### src/rtl/dcache_direct_wb_if.sv
// Core-side and memory-side signal bundle for dcache_direct_wb.
//   slave  : the cache's view (core requests and memory responses in, results and
//            memory requests out)
//   master : the environment's view (core + line memory), directions mirrored
interface dcache_direct_wb_if;
  logic         proc_read;
  logic         proc_write;
  logic [31:0]  proc_addr;
  logic [63:0]  proc_wdata;
  logic [63:0]  proc_rdata;
  logic         proc_stall;
  logic         mem_read;
  logic         mem_write;
  logic [27:0]  mem_addr;
  logic [127:0] mem_wdata;
  logic [127:0] mem_rdata;
  logic         mem_ready;

  modport slave (
    input  proc_read, proc_write, proc_addr, proc_wdata, mem_rdata, mem_ready,
    output proc_rdata, proc_stall, mem_read, mem_write, mem_addr, mem_wdata
  );

  modport master (
    output proc_read, proc_write, proc_addr, proc_wdata, mem_rdata, mem_ready,
    input  proc_rdata, proc_stall, mem_read, mem_write, mem_addr, mem_wdata
  );
endinterface

### src/rtl/dcache_direct_wb.sv
// Direct-mapped, write-back, write-allocate data cache between the core data
// port and a 128-bit line memory. Hits complete combinationally with no stall;
// misses stall the core while a writeback (dirty victim) and/or a line fill run.
// Ports:
//   clk    : system clock, rising edge
//   rst_n  : asynchronous active-low reset
//   bus    : dcache_direct_wb_if.slave (core request/response, memory handshake)
//
// state     | meaning
// IDLE      | serve hits; on a miss launch writeback or fill
// WRITEBACK | mem_write held with the victim line until mem_ready
// ALLOCATE  | mem_read held for the requested line until mem_ready
module dcache_direct_wb #(
  parameter int NUM_LINES = 8
) (
  input  logic              clk,
  input  logic              rst_n,
  dcache_direct_wb_if.slave bus
);
  localparam int IDX_W = $clog2(NUM_LINES);
  localparam int TAG_W = 28 - IDX_W;

  typedef enum logic [1:0] {IDLE, WRITEBACK, ALLOCATE} state_t;

  state_t               r_state, w_state_nxt;
  logic [NUM_LINES-1:0] r_valid, r_dirty;
  logic [TAG_W-1:0]     r_tag  [NUM_LINES];
  logic [127:0]         r_data [NUM_LINES];

  logic         r_mem_read, r_mem_write;
  logic [27:0]  r_mem_addr;
  logic [127:0] r_mem_wdata;
  logic         w_mem_read_nxt, w_mem_write_nxt;
  logic [27:0]  w_mem_addr_nxt;
  logic [127:0] w_mem_wdata_nxt;

  logic [IDX_W-1:0] w_idx;
  logic [TAG_W-1:0] w_tag;
  logic             w_word, w_req, w_hit;
  logic             w_fill, w_wb_done, w_store_hit, w_stall;
  logic [127:0]     w_line;

  assign w_idx  = bus.proc_addr[3+IDX_W:4];
  assign w_tag  = bus.proc_addr[31:4+IDX_W];
  assign w_word = bus.proc_addr[3];
  assign w_req  = bus.proc_read | bus.proc_write;
  assign w_line = r_data[w_idx];
  assign w_hit  = w_req & r_valid[w_idx] & (r_tag[w_idx] == w_tag);

  always_comb begin
    w_state_nxt     = r_state;
    w_mem_read_nxt  = r_mem_read;
    w_mem_write_nxt = r_mem_write;
    w_mem_addr_nxt  = r_mem_addr;
    w_mem_wdata_nxt = r_mem_wdata;
    w_fill          = 1'b0;
    w_wb_done       = 1'b0;
    w_store_hit     = 1'b0;
    w_stall         = 1'b0;
    case (r_state)
      IDLE: begin
        if (w_req) begin
          if (w_hit) begin
            // Read+write together is a write.
            w_store_hit = bus.proc_write;
          end else begin
            w_stall = 1'b1;
            if (r_valid[w_idx] && r_dirty[w_idx]) begin
              w_state_nxt     = WRITEBACK;
              w_mem_write_nxt = 1'b1;
              w_mem_addr_nxt  = {r_tag[w_idx], w_idx};
              w_mem_wdata_nxt = w_line;
            end else begin
              w_state_nxt    = ALLOCATE;
              w_mem_read_nxt = 1'b1;
              w_mem_addr_nxt = bus.proc_addr[31:4];
            end
          end
        end
      end
      WRITEBACK: begin
        w_stall = 1'b1;
        if (bus.mem_ready) begin
          w_wb_done       = 1'b1;
          w_state_nxt     = ALLOCATE;
          w_mem_write_nxt = 1'b0;
          w_mem_read_nxt  = 1'b1;
          w_mem_addr_nxt  = bus.proc_addr[31:4];
        end
      end
      ALLOCATE: begin
        w_stall = 1'b1;
        if (bus.mem_ready) begin
          w_fill         = 1'b1;
          w_state_nxt    = IDLE;
          w_mem_read_nxt = 1'b0;
        end
      end
      default: w_state_nxt = IDLE;
    endcase
  end

  always_ff @(posedge clk or negedge rst_n) begin
    if (!rst_n) begin
      r_state     <= IDLE;
      r_valid     <= '0;
      r_dirty     <= '0;
      r_mem_read  <= 1'b0;
      r_mem_write <= 1'b0;
      r_mem_addr  <= '0;
      r_mem_wdata <= '0;
    end else begin
      r_state     <= w_state_nxt;
      r_mem_read  <= w_mem_read_nxt;
      r_mem_write <= w_mem_write_nxt;
      r_mem_addr  <= w_mem_addr_nxt;
      r_mem_wdata <= w_mem_wdata_nxt;
      if (w_fill) begin
        r_valid[w_idx] <= 1'b1;
        r_dirty[w_idx] <= 1'b0;
      end
      if (w_wb_done) r_dirty[w_idx] <= 1'b0;
      if (w_store_hit) r_dirty[w_idx] <= 1'b1;
    end
  end

  // Tag and data arrays carry no reset; valid bits qualify them.
  always_ff @(posedge clk) begin
    if (w_fill) begin
      r_data[w_idx] <= bus.mem_rdata;
      r_tag[w_idx]  <= w_tag;
    end else if (w_store_hit) begin
      if (w_word) r_data[w_idx][127:64] <= bus.proc_wdata;
      else        r_data[w_idx][63:0]   <= bus.proc_wdata;
    end
  end

  // Stall is forced low during reset so the core sees an idle cache.
  assign bus.proc_stall = rst_n & w_stall;
  assign bus.proc_rdata = (r_state == IDLE && w_hit) ?
                          (w_word ? w_line[127:64] : w_line[63:0]) : 64'd0;
  assign bus.mem_read   = r_mem_read;
  assign bus.mem_write  = r_mem_write;
  assign bus.mem_addr   = r_mem_addr;
  assign bus.mem_wdata  = r_mem_wdata;
endmodule

### src/flat_wrapper.sv
// flat-port wrapper written by rule: the top's interface ports become plain ports
module dcache_direct_wb_flat 
#(
  parameter int NUM_LINES = 8
)
  (clk, rst_n, bus_proc_read, bus_proc_write, bus_proc_addr, bus_proc_wdata, bus_mem_rdata, bus_mem_ready, bus_proc_rdata, bus_proc_stall, bus_mem_read, bus_mem_write, bus_mem_addr, bus_mem_wdata);
  dcache_direct_wb_if bus_i ();
  input  logic clk;
  input  logic rst_n;
  input wire logic [$bits(bus_i.proc_read)-1:0] bus_proc_read;
  input wire logic [$bits(bus_i.proc_write)-1:0] bus_proc_write;
  input wire logic [$bits(bus_i.proc_addr)-1:0] bus_proc_addr;
  input wire logic [$bits(bus_i.proc_wdata)-1:0] bus_proc_wdata;
  input wire logic [$bits(bus_i.mem_rdata)-1:0] bus_mem_rdata;
  input wire logic [$bits(bus_i.mem_ready)-1:0] bus_mem_ready;
  output wire logic [$bits(bus_i.proc_rdata)-1:0] bus_proc_rdata;
  output wire logic [$bits(bus_i.proc_stall)-1:0] bus_proc_stall;
  output wire logic [$bits(bus_i.mem_read)-1:0] bus_mem_read;
  output wire logic [$bits(bus_i.mem_write)-1:0] bus_mem_write;
  output wire logic [$bits(bus_i.mem_addr)-1:0] bus_mem_addr;
  output wire logic [$bits(bus_i.mem_wdata)-1:0] bus_mem_wdata;
  assign bus_i.proc_read = bus_proc_read;
  assign bus_i.proc_write = bus_proc_write;
  assign bus_i.proc_addr = bus_proc_addr;
  assign bus_i.proc_wdata = bus_proc_wdata;
  assign bus_i.mem_rdata = bus_mem_rdata;
  assign bus_i.mem_ready = bus_mem_ready;
  assign bus_proc_rdata = bus_i.proc_rdata;
  assign bus_proc_stall = bus_i.proc_stall;
  assign bus_mem_read = bus_i.mem_read;
  assign bus_mem_write = bus_i.mem_write;
  assign bus_mem_addr = bus_i.mem_addr;
  assign bus_mem_wdata = bus_i.mem_wdata;
  dcache_direct_wb #(.NUM_LINES(NUM_LINES)) u_core (.clk(clk), .rst_n(rst_n), .bus(bus_i));
endmodule
### config.mk
export PLATFORM = sky130hd
export DESIGN_NAME = dcache_direct_wb_flat
export DESIGN_NICKNAME = d
export VERILOG_FILES = /design/src/rtl/dcache_direct_wb_if.sv /design/src/rtl/dcache_direct_wb.sv /design/src/flat_wrapper.sv
export SDC_FILE = /design/constraint.sdc
export NUM_CORES = 1
export LEC_CHECK = 0
export BUFFER_PORTS_ARGS = -buffer_cell sky130_fd_sc_hd__buf_2
export CORE_MARGIN = 4
export CORE_UTILIZATION = 55
export DETAILED_ROUTE_END_ITERATION = 7
export PLACE_DENSITY = 0.76
export SLEW_MARGIN = 20
export SYNTH_ARGS = -nofsm -noshare
export SYNTH_HDL_FRONTEND = slang
export SYNTH_SLANG_ARGS = --single-unit
### constraint.sdc
create_clock -name clk -period 21.6 [get_ports clk]
set_input_delay 2.16 -clock clk [delete_from_list [all_inputs] [get_ports clk]]
set_output_delay 2.16 -clock clk [all_outputs]
set_load 0.03 [all_outputs]
# Yosys cells after proc, flatten, opt, wreduce, memory -nomap -nowiden

Memory sizes are Yosys's and may differ from the RTL's.
Cells that the tools add are included.

Flip-flop bits (word level): 176
Latch bits: 0
Bits in writable memories: 1224
Memory bits (read-only): 0
Word-level logic and storage cells: 97
Memories: 2

$add $sub $neg: 0
Multiply operators: 0
Div/mod/pow operators: 0
Magnitude comparators: 2
Equality and inequality tests: 9
Shift-type cells: 0
Muxes and demuxes: 53
Bitwise logic cells: 12
Reductions and logical operators: 12

Memories:

| name          | words | width | rd ports | clocked after Yosys merged registers in | write ports | RTL line               | RTL |
|---|---|---|---|---|---|---|---|
| u_core.r_data | 8     | 128   | 1        | 0                                       | 1           | dcache_direct_wb.sv:28 | `logic [127:0] r_data [NUM_LINES];` |
| u_core.r_tag  | 8     | 25    | 1        | 0                                       | 1           | dcache_direct_wb.sv:27 | `logic [TAG_W-1:0] r_tag [NUM_LINES];` |

Operator list:

| operator                                                   | count |
|---|---|
| two-way mux 64 bit                                         | 4 |
| two-way mux 28 bit                                         | 4 |
| one-hot mux 28 bit (2 select lines)                        | 1 |
| two-way mux 1 bit                                          | 29 |
| equality test 25 bit                                       | 1 |
| two-way mux 8 bit                                          | 3 |
| bitwise AND 8 bit                                          | 2 |
| OR 8 bit                                                   | 2 |
| AND reduction 4 bit                                        | 3 |
| two-way mux 2 bit                                          | 5 |
| inequality test 2 bit, second input constant               | 4 |
| inverter 8 bit                                             | 1 |
| binary-select mux 1 bit (select 3 bit)                     | 2 |
| one-hot mux 2 bit (3 select lines)                         | 1 |
| AND reduction 6 bit                                        | 1 |
| AND reduction 5 bit                                        | 1 |
| less-than comparator 3 x 4 -> 1 bit, second input constant | 1 |
| inequality test 2 x 1 -> 1 bit, second input constant      | 2 |
| one-hot mux 1 bit (2 select lines)                         | 2 |
| bitwise AND 1 bit                                          | 3 |
| demux 1 bit (select 3 bit)                                 | 1 |
| >= comparator 3 x 1 -> 1 bit, second input constant        | 1 |
| logical AND 1 bit                                          | 3 |
| OR 1 bit                                                   | 3 |
| 8 further kinds                                            | 8 |

# Logic depth before layout (Yosys ltp)

Word-level depth: 11
Gate-level depth with buffers: 15

# Worst setup path after synthesis

OpenSTA, ideal clock, no wires.

Kind: input -> register
Start point: in bus_proc_addr[6]
End point: mem u_core.r_data[4][0], enable pin
Library setup time: 0.581 ns
Arrival: 9.283 ns
Data required time: 21.019 ns
Slack: 11.736 ns
Stages on the path: 13
Cells stage by stage: buf_2 -> buf_4 -> buf_4 -> mux4_2 -> mux2i_1 -> xor2_1 -> o2111ai_1 -> nor4_1 -> and4_1 -> buf_6 -> nand3_1 -> clkbuf_1 -> o31ai_1

Cells in the longest elaborated chain, start to end: 11

RTL lines:

| element                                                           | RTL line               | RTL |
|---|---|---|
| start: declaration                                                | flat_wrapper.sv:12     | `input wire logic [$bits(bus_i.proc_addr)-1:0] bus_proc_addr;` |
| branches (longest 11 deep; another with memory read (8 x 25 bit)) | n/a                    |  |
| end: declaration                                                  | dcache_direct_wb.sv:28 |  |

Several ways; the timed one is not identified. The select of a mux whose other input is x is not followed.

# Worst setup path after layout

Start point: in bus_proc_addr[5]
End point: out bus_proc_rdata[16]

Cells in the longest elaborated chain, start to end: 6

RTL lines:

| element                                                          | RTL line                | RTL |
|---|---|---|
| branches (longest 5 deep; another with memory read (8 x 25 bit)) | n/a                     |  |
| two-way mux 64 bit *                                             | dcache_direct_wb.sv:140 | `assign bus.proc_rdata = (r_state == IDLE && w_hit) ?` |
| end: declaration                                                 | flat_wrapper.sv:16      | `output wire logic [$bits(bus_i.proc_rdata)-1:0] bus_proc_rdata;` |

Every way passes the cells marked *. The select of a mux whose other input is x is not followed.

==> summary.md <==
| Metric | Value |
|---|---|
| Setup Buffers After CTS | 0 |
| Crit share post-route | 50.2% |
| Share of layout cells above drive strength 1 | 28.7% |
| Register area share after synthesis | 73.7% |
| Async SR Flop Fraction | 12.6% |
| Sum Neg Setup Slack | 0 ns |
| Routed vias/inst | 6.48 |
| Post-DP HPWL | 91400 um |
| Area of the multi-input gates | 13800 um^2 |
| Pwr Density | 106 nW/um^2 |
| Placed Cells incl. Taps | 4981 |
| Period minus WS final | 10.85 ns |
| Worst rel slew slack | 19.9% |
| Vias | 34.0k |
| CTS tree | yes |
| Initial Util | 55.6% |
| Largest net degree at the start of global routing | 81 |
| CTS resizes | 0 |
| Number of synthesized flops with an enable pin | 1224 |
| CP Data Required Time | 19.44 ns |
| Iteration-0 DRC Markers | 4516 |
| Vias in the first global route | 33.8k |
| First-pass GRT wire length | 227000 um |
| PnR worst setup slack | 10.75 ns |
| Finished Layout Cells | 5239 |
| Die Wd | 327 um |
| Slew Viols, Final | 0 |
| GRT overflow | 0 |
| Setup-failing EPs final | 0 |
| WHS | 0.469 ns |
| Hold Crit Depth | 1 |
| TritonCTS buffer count | 137 |
| Max IR drop VDD | 69.0 uV |
| Core Region | 100000 um^2 |
| Synth Cell Area | 55900 um^2 |
| Hold Violations, Final | 0 |
| Yosys Warn Count | 0 |
| Layout Nets | 3998 |
| Crit path max fanout | 47 |
| RSZ-0062 raised after global routing | false |
| Initial antenna violation count | 3 |
| FP Rows | 116 |
| Mean post-synth cell area | 16.8 um^2 |
| GRT Util Overall | 29.0% |
| I/O Pins | 452 |
| Crit path arrival time | 8.69 ns |
| Synth area leaders | edfxtp_1 (66%), dfrtp_1 (7.9%), mux2_2 (4.9%), mux2i_1 (3.2%), a22oi_1 (2.8%) |
| Register-to-Register Path Depth | 11 |
| Clock Sinks | 1400 |
| Setup crit end kind | primary output |
| IO buf count | 448 |
| Clock Skews | 0.0414 ns |
| Clock Path Buffers | 3 |
| DR pass1 iterations | 6 |
| Synth cell types | 58 |
| Drt drc | 0 |
| Worst slack, placed | 10.93 ns |
| Most common cell in the netlist | edfxtp_1 |
| Most frequent cells after synthesis | edfxtp_1 (1224), mux2_2 (241), a22oi_1 (210) |
| Register area | 41200 um^2 |
| Synth area leader | edfxtp_1 |
| Final cell utilization of the core | 63.9% |
| Outcome | completed |
| FMAX | 92.2 MHz |
| Filler instances | 6949 |
| Lkg Pwr | 22.9 nW |
| Wire length per cell | 30.1 um |
| Syn_nets | 3551 |
| Primary FF master, synth | edfxtp_1 |
| Maxcap violations | 0 |
| Slew @ Worst Pin | 1.20 ns |
| Setup CP Type | in -> out |
| Synth top area share | 65.8% |
| Layout area overhead | 15.0% |
| Die area | 107000 um^2 |
| Flops & latches, synth | 1400 |
| DRT Wirelength | 158000 um |
| Min-delay worst type | reg -> reg |
| Synth Instances | 3318 |
| Clock transition at path regs | 0.06 ns |
| Worst skew pair latency | 0.76 ns |
| Post-DRT Antenna Nets | 0 |
| CP Launch Type | input port |
| Die height | 327 um |
| Hold Buf Count CTS | 0 |
| CTS root buf | clkbuf_16 |
| H-Tree Depth | 4 |
| Placer Congestion | 0.814 |
[critical path, stage by stage]
cell and delay, ns:
buf_6 0.28, buf_4 0.68, buf_4 0.70, nand2b_1 0.93, o22ai_1 0.30, nor3_1 0.22
o2111ai_1 0.26, nor4_1 0.47, and4_1 0.25, buf_4 0.43, nand2_4 0.33, buf_4 0.45
a211oi_1 0.78, buf_2 0.33
[stage by stage]
| stage | instance area, um^2 | power [mW] |
|---|---|---|
| finish | 64200 | 6.83 |
| global route | 64200 | 7.04 |
| CTS | 64200 | 6.83 |
| detailed placement | 59700 | 4.50 |
| global placement | 59700 | 4.47 |
| floorplan | 55900 | 4.08 |
[area by class of cell]
class,count,share of cell area (%)
repair buffers,530,4.52
clock inverters,57,0.908
clock buffers,196,6.08
multi-input cells,1651,21.5
inverters,45,0.263
diodes,3,0.0117
flip-flops and latches,1400,64.1
well taps,1357,2.64
[logic make-up (layout without fill, tap and decap cells)]
| kind of cell | count (synthesis) | in the layout | synth area share (%) |
|---|---|---|---|
| AO/OA/AOI/OAI | 680 | 680 | 8.79 |
| XOR/XNOR | 19 | 19 | 0.298 |
| adder cells (fa/ha/maj) | 4 | 4 | 0.0896 |
| buffers and inverters | 267 | 828 | 2.12 |
| flip-flops | 1400 | 1400 | 73.7 |
| multiplexers | 525 | 525 | 11.5 |
| other | 0 | 3 | 0 |
| AND/OR/NAND/NOR | 423 | 423 | 3.52 |
[sequential cells by signal (all words and copies together), names as in the netlist, named ones only]
register and cells:
u_core.r_data 1024, u_core.bus.mem_wdata 128, u_core.r_tag 200, u_core.r_state 2, u_core.bus.mem_read 1, u_core.r_dirty 1
u_core.bus.mem_write 1, u_core.r_valid 8, u_core.bus.mem_addr 28
[cells in the final DEF (no fill, tap or decap), drive strengths merged, types with 23 or more instances in the layout]
cell	instances
dfrtp	176
nand2	123
mux2	301
nand4	23
a211oi	28
nand3	64
inv	52
o22ai	37
edfxtp	1224
a221oi	100
mux4	47
clkinv	40
a22o	42
o21ai	75
a21oi	98
clkbuf	197
nor2	124
mux2i	177
buf	529
a22oi	210
[power by group]
part | internal [mW] | switching (mW)
Sequential | 3.18 | 0.121
Clock | 1.35 | 1.02
Combinational | 0.357 | 0.795
Total | 4.89 | 1.94
[layer usage]
| layer | routed length, um | GRT usage, % | vias to the layer above |
|---|---|---|---|
| li1 | - | - | 14197 |
| met1 | 57200 | 38.2 | 17171 |
| met2 | 76400 | 46.9 | 2260 |
| met3 | 18600 | 7.64 | 335 |
| met4 | 5480 | 10.8 | 2 |
| met5 | 12 | 0 | - |
[worst paths after layout]
path	slack, ns	start	endpoint
hold / removal	0.47	u_core.r_valid[2]	u_core.r_valid[2]
min in group asynchronous	1.28	rst_n	u_core.bus.mem_wdata[44]
setup reg to reg	16.19	u_core.r_tag[0][13]	u_core.r_data[3][115]
hold reg to reg	0.47	u_core.r_valid[2]	u_core.r_valid[2]
setup / recovery	10.75	bus_proc_addr[5]	bus_proc_rdata[16]
max in group asynchronous	18.68	rst_n	u_core.bus.mem_wdata[63]
(Power assumes the default switching activity.)
